**config.mk**
```make
export PLATFORM = sky130hd
export DESIGN_NAME = router_pkt_reader
export DESIGN_NICKNAME = d
export VERILOG_FILES = /design/src/rtl/router_pkg.sv /design/src/rtl/router_rd_buf.sv /design/src/rtl/router_pkt_reader.sv
export SDC_FILE = /design/constraint.sdc
export NUM_CORES = 1
export LEC_CHECK = 0
export ABC_AREA = 1
export BUFFER_PORTS_ARGS = -buffer_cell sky130_fd_sc_hd__buf_2
export CAP_MARGIN = 20
export CORE_MARGIN = 5
export CORE_UTILIZATION = 58
export CTS_BUF_LIST = sky130_fd_sc_hd__clkbuf_4 sky130_fd_sc_hd__clkbuf_8 sky130_fd_sc_hd__clkbuf_16
export DETAILED_ROUTE_END_ITERATION = 10
export HOLD_SLACK_MARGIN = 0.06
export PLACE_DENSITY = 0.9
export SYNTH_ARGS = -nofsm -noshare
export SYNTH_HDL_FRONTEND = slang
export SYNTH_SLANG_ARGS = --single-unit
```
**constraint.sdc**
```tcl
create_clock -name clock -period 3.06 [get_ports clock]
set_input_delay 0.306 -clock clock [delete_from_list [all_inputs] [get_ports clock]]
set_output_delay 0.306 -clock clock [all_outputs]
set_load 0.05 [all_outputs]
```
**src/rtl/router_pkg.sv**
```systemverilog
// Shared types and header field positions for the router output-port reader.
// Imported by the reader top and its output buffer.
package router_pkg;

  localparam int HDR_LEN_MSB  = 7;
  localparam int HDR_LEN_LSB  = 2;
  localparam int HDR_ADDR_MSB = 1;
  localparam int HDR_ADDR_LSB = 0;
  localparam int MAX_LEN      = 63;

  typedef enum logic [1:0] {
    IDLE,
    PAY,
    PAR
  } rd_state_t;

  typedef struct packed {
    logic       sop;
    logic       eop;
    logic       err;
    logic [7:0] data;
  } rd_beat_t;

endpackage

```
**src/rtl/router_rd_buf.sv**
```systemverilog
// Two-entry valid/ready buffer of tagged beats with registered output.
// The writer must never push into a full buffer without a same-cycle pop.
module router_rd_buf
  import router_pkg::*;
(
  input  logic       clock,
  input  logic       reset,
  input  logic       flush,
  input  logic       in_valid,
  input  rd_beat_t   in_beat,
  output logic       out_valid,
  input  logic       out_ready,
  output rd_beat_t   out_beat,
  output logic [1:0] occ
);

  rd_beat_t [1:0] mem_q, mem_d;
  logic           wr_ptr_q, wr_ptr_d;
  logic           rd_ptr_q, rd_ptr_d;
  logic [1:0]     occ_q, occ_d;
  logic           push, pop;

  assign out_valid = (occ_q != 2'd0);
  assign out_beat  = mem_q[rd_ptr_q];
  assign occ       = occ_q;

  // Next-state: write at tail, advance head on pop, flush clears pointers.
  always_comb begin
    mem_d    = mem_q;
    wr_ptr_d = wr_ptr_q;
    rd_ptr_d = rd_ptr_q;
    occ_d    = occ_q;
    push     = in_valid & ~flush;
    pop      = out_valid & out_ready & ~flush;
    if (flush) begin
      wr_ptr_d = 1'b0;
      rd_ptr_d = 1'b0;
      occ_d    = 2'd0;
    end else begin
      if (push) begin
        mem_d[wr_ptr_q] = in_beat;
        wr_ptr_d        = ~wr_ptr_q;
      end
      if (pop) begin
        rd_ptr_d = ~rd_ptr_q;
      end
      occ_d = occ_q + {1'b0, push} - {1'b0, pop};
    end
  end

  // Buffer storage and pointer registers.
  always_ff @(posedge clock or posedge reset) begin
    if (reset) begin
      mem_q    <= '0;
      wr_ptr_q <= 1'b0;
      rd_ptr_q <= 1'b0;
      occ_q    <= 2'd0;
    end else begin
      mem_q    <= mem_d;
      wr_ptr_q <= wr_ptr_d;
      rd_ptr_q <= rd_ptr_d;
      occ_q    <= occ_d;
    end
  end

endmodule

```
**src/rtl/router_pkt_reader.sv**
```systemverilog
// Output-port drain engine: pops the FIFO, frames packets, checks parity,
// and drops a packet with a FIFO soft reset when the consumer stalls too long.
module router_pkt_reader
  import router_pkg::*;
#(
  parameter int TIMEOUT = 30,
  parameter int CNT_W   = 16
) (
  input  logic             clock,
  input  logic             reset,
  input  logic             empty,
  input  logic [7:0]       fifo_data,
  output logic             read_enb,
  output logic             soft_reset,
  output logic [7:0]       pkt_data,
  output logic             pkt_sop,
  output logic             pkt_eop,
  output logic             pkt_err,
  output logic             pkt_valid,
  input  logic             pkt_ready,
  output logic [CNT_W-1:0] pkt_cnt,
  output logic [7:0]       err_cnt
);

  localparam int TW = $clog2(TIMEOUT + 1);
  localparam int RW = $clog2(MAX_LEN + 1);

  rd_state_t        state_q, state_d;
  logic [7:0]       acc_q, acc_d;
  logic [RW-1:0]    rem_q, rem_d;
  logic             pend_q, pend_d;
  logic [TW-1:0]    timer_q, timer_d;
  logic [CNT_W-1:0] pkt_cnt_q, pkt_cnt_d;
  logic [7:0]       err_cnt_q, err_cnt_d;

  rd_beat_t   cap_beat, out_beat;
  logic [1:0] occ;
  logic [2:0] lvl;
  logic       pop, stall, sr, cap;

  assign pop   = pkt_valid & pkt_ready;
  assign stall = (state_q != IDLE) & pkt_valid & ~pkt_ready;
  assign sr    = stall & (timer_q == TW'(TIMEOUT - 1));
  assign cap   = pend_q & ~sr;
  assign lvl   = {1'b0, occ} + {2'b0, pend_q} - {2'b0, pop};

  // Buffer level after this cycle's capture and pop must leave room.
  assign read_enb   = ~reset & ~empty & ~sr & (lvl < 3'd2);
  assign pend_d     = read_enb;
  assign soft_reset = sr;

  assign pkt_data = out_beat.data;
  assign pkt_sop  = out_beat.sop;
  assign pkt_eop  = out_beat.eop;
  assign pkt_err  = out_beat.err;
  assign pkt_cnt  = pkt_cnt_q;
  assign err_cnt  = err_cnt_q;

  // Framing FSM: classify each captured byte and keep the counters.
  always_comb begin
    state_d       = state_q;
    acc_d         = acc_q;
    rem_d         = rem_q;
    pkt_cnt_d     = pkt_cnt_q;
    err_cnt_d     = err_cnt_q;
    cap_beat      = '0;
    cap_beat.data = fifo_data;
    if (sr) begin
      state_d = IDLE;
      if (err_cnt_q != 8'hFF) err_cnt_d = err_cnt_q + 8'd1;
    end else if (cap) begin
      unique case (state_q)
        IDLE: begin
          cap_beat.sop = 1'b1;
          acc_d        = fifo_data;
          rem_d        = fifo_data[HDR_LEN_MSB:HDR_LEN_LSB];
          state_d      = (rem_d != '0) ? PAY : PAR;
        end
        PAY: begin
          acc_d = acc_q ^ fifo_data;
          rem_d = rem_q - RW'(1);
          if (rem_q == RW'(1)) state_d = PAR;
        end
        PAR: begin
          cap_beat.eop = 1'b1;
          cap_beat.err = (fifo_data != acc_q);
          state_d      = IDLE;
          if (cap_beat.err) begin
            if (err_cnt_q != 8'hFF) err_cnt_d = err_cnt_q + 8'd1;
          end else begin
            pkt_cnt_d = pkt_cnt_q + CNT_W'(1);
          end
        end
        default: state_d = IDLE;
      endcase
    end
  end

  // Stall timer: counts blocked mid-packet cycles, clears on progress.
  always_comb begin
    timer_d = timer_q;
    if (sr | pop | (state_q == IDLE)) timer_d = '0;
    else if (stall) timer_d = timer_q + TW'(1);
  end

  // State, accumulator, pending-read flag, timer and counters.
  always_ff @(posedge clock or posedge reset) begin
    if (reset) begin
      state_q   <= IDLE;
      acc_q     <= 8'd0;
      rem_q     <= '0;
      pend_q    <= 1'b0;
      timer_q   <= '0;
      pkt_cnt_q <= '0;
      err_cnt_q <= 8'd0;
    end else begin
      state_q   <= state_d;
      acc_q     <= acc_d;
      rem_q     <= rem_d;
      pend_q    <= pend_d;
      timer_q   <= timer_d;
      pkt_cnt_q <= pkt_cnt_d;
      err_cnt_q <= err_cnt_d;
    end
  end

  router_rd_buf u_buf (
    .clock     (clock),
    .reset     (reset),
    .flush     (sr),
    .in_valid  (cap),
    .in_beat   (cap_beat),
    .out_valid (pkt_valid),
    .out_ready (pkt_ready),
    .out_beat  (out_beat),
    .occ       (occ)
  );

endmodule
```
==> impl_results.md <==
* Status: completed
* Top cell type's share of synthesized area at 0.4531
* Min cycle time layout at 2875 ps
* Pin count of the biggest net entering global routing at 29
* Iter 0 DRT Violations at 182
* Yosys warnings at 0
* CP Max Fanout at 4
* Most frequent cell after synthesis: nand2_1
* Logic pwr share at 0.430
* Row cnt at 30
* Share of cells above drive strength 1 at 0.1599
* Clock Skews at 10.74 ps
* Leak Pwr at 2.329 nW
* Post-DRT Antenna Nets at 0
* Crit. Startpoint: u_buf.occ[1]
* GRT overflow at 0
* Vias in the first global route at 3448
* Root buf cell: clkbuf_8
* DR DRC count at 0
* Avg Vias per Cell at 5.532
* FILL cells at 537
* Via Count at 3590
* P&R area growth vs syn at 12.43%
* Chip Height at 92.80 um
* Worst Tran Pin Value at 764.2 ps
* Unrepaired setup endpoints after global routing: no
* Peak supply drop at 0.4688 mV
* Capture point of the worst path: read_enb
* Pwr Density at 853.2 nW/um2
* End of the worst register-to-register path: u_buf.mem_q[19]
* Total routed wirelength at 8.812 mm
* WP data arrival at 2570 ps
* Nets@finish at 587
* H-Tree Depth at 3
* Dpl cells at 632
* Tcrit/Tclk final at 0.9394
* Synth Register Bits at 72
* Final setup violation count at 0
* Synth top area cells: dfrtp_1, nand2_1, o21ai_0
* Dominant synthesized flop cell: dfrtp_1
* Setup CP Type: reg -> out
* Fin. max-slew vios at 0
* Hold Vio Cnt, Final at 0
* Total clock buffers created by CTS at 9
* Clock latency on the worst-skew pair at 350 ps
* Port bufs at 49
* Initial antenna violation count at 0
* Syn Inst Count at 514
* Reg2Reg Setup Slack at 940 ps
* Dpl hpwl at 6.323 mm
* Die ar. at 8612 um2
* Cell Count, Final, Fillers Out at 649
* CP Launch Type: register
* Distinct cells, synth at 31
* Post-synth EDFFs at 0
* Sw Pwr at 1.733 mW
* Post-Syn Area per Cell at 7.736 um2
* Clk pwr share at 0.189
* Reg2reg path depth at 9
* Final setup TNS at 0 ps
* Async S/R FF share, synth at 1.000
* DRT Pass-1 Iters at 5
* Int Power at 2.081 mW
* # IOs at 50
* Worst hold path stage count at 3
* GP Congestion at 0.8986
* Area leader, netlist: dfrtp_1
* Top cells by count, synth: nand2_1, dfrtp_1, inv_1, o21ai_0, nor2_1
* CP endpoint kind: primary output
* Antenna diodes at 0
* Register area share after synthesis at 0.4531
* Starting Density at 0.5918
* Switch share at 0.4545
* Mapped Nets at 536
* Worst-path clk slew at 70 ps
* CTS tree: yes
* Maximum clock path buffer count at 2
* CORE AREA at 6719 um2
* FF-to-FF Start: timer_q[1]
* Worst Hold Class: in -> reg
* Die Wd at 92.80 um
* Clock Sinks at 72
* Worst EP required at 2750 ps
* First-pass GRT wire length at 15.01 mm
* Area of the mapped netlist at 3976 um2
* Seq pwr share at 0.381
* All-Layer GR Usage at 0.2183
* Highest clock rate at 0.3479 GHz
* Max Cap Viol at 0
* Slew margin rel. at 0.4900
* WL per Instance at 13.58 um
==> power groups by stage <==
stage / logic (mW) / registers [mW] / clock network, mW
CTS: 1.64 / 1.45 / 0.726
detailed placement: 1.62 / 1.46 / 0
floorplan: 1.27 / 1.43 / 0
global route: 1.83 / 1.49 / 0.773
finish: 1.64 / 1.45 / 0.722
global placement: 1.54 / 1.44 / 0
==> registers in the layout (all words and copies together) (netlist names) <==
register and flops:
err_cnt 8, u_buf.mem_q 22, rem_q 6, u_buf.occ 2, acc_q 8, u_buf.wr_ptr_q 1
state_q 2, u_buf.rd_ptr_q 1, pkt_cnt 16, pend_q 1, timer_q 5
==> worst min-delay path by stage <==
stage | start | end | slack [ps]
finish | fifo_data[2] | u_buf.mem_q[2] | 230
global route | fifo_data[2] | u_buf.mem_q[2] | 230
CTS | fifo_data[2] | u_buf.mem_q[2] | 230
detailed placement | reset | timer_q[1] | 390
global placement | reset | pend_q | 370
floorplan | fifo_data[0] | u_buf.mem_q[0] | 430
==> stage by stage <==
step / util / hold slack [ps] / worst slack [ps] / instance area (um2) / total power, mW
2_1_floorplan: - / 427.0 / 567.5 / 3976 / 2.705
3_3_place_gp: 0.6339 / 373.6 / 531.3 / 4259 / 2.988
3_5_place_dp: 0.6339 / 389.3 / 374.9 / 4259 / 3.080
4_1_cts: 0.6642 / 226.2 / 53.31 / 4463 / 3.810
5_1_grt: 0.6654 / 227.8 / 17.80 / 4471 / 4.086
6_report: 0.6654 / 225.2 / 185.3 / 4471 / 3.814
==> worst max-delay path, stage by stage, from the launching register on <==
cell	delay [ps]
dfrtp_1	490
nor2_4	70
nor2_1	140
ha_1	250
or2_2	310
fa_1	400
xnor2_1	170
nand4_1	100
inv_1	100
buf_4	200
==> layout make-up <==
type	count	area [um2]	area share
clock buffers	13	178.9	0.04002
clock inverters	2	12.51	0.002799
inverters	63	236.5	0.05290
multi-input cells	365	1853	0.4145
flip-flops and latches	72	1802	0.4030
well taps	80	100.1	0.02239
repair buffers	54	287.8	0.06437
==> cell families after synthesis <==
logic type | after synthesis | synth area share
XOR/XNOR | 26 | 0.05727
AO/OA/AOI/OAI | 69 | 0.09094
AND/OR/NAND/NOR | 259 | 0.2816
flip-flops | 72 | 0.4531
multiplexers | 1 | 0.002832
buffers and inverters | 77 | 0.08086
adder cells (fa/ha/maj) | 10 | 0.03336
==> metal layers <==
layer  GRT usage  wire length (um)
met1      0.2596              3729
met2      0.3749              4347
met3     0.05361               531
met4     0.09280               203
met5           0                 0
==> repair_timing <==
item / in CTS / in global routing
setup buffers: 0 / 1
setup endpoints to repair: 1 / 1
hold endpoints to repair: 22 / 0
hold buffers: 1 / 0
pin swaps: 0 / 1
resized for setup: 1 / 0
==> cell usage in the layout (no fill, tap or decap), drive strengths merged <==
cell and count:
a21oi 7, buf 53, clkbuf 13, clkinv 2
clkinvlp 1, dfrtp 72, dlygate4sd3 1, fa 1
ha 9, inv 62, mux2 1, nand2 174
nand3 19, nand3b 2, nand4 13, nor2 43
nor3 6, o211ai 2, o21ai 60, or2 2
xnor2 16, xor2 10
No activity file was read; power rests on OpenSTA's default activity.
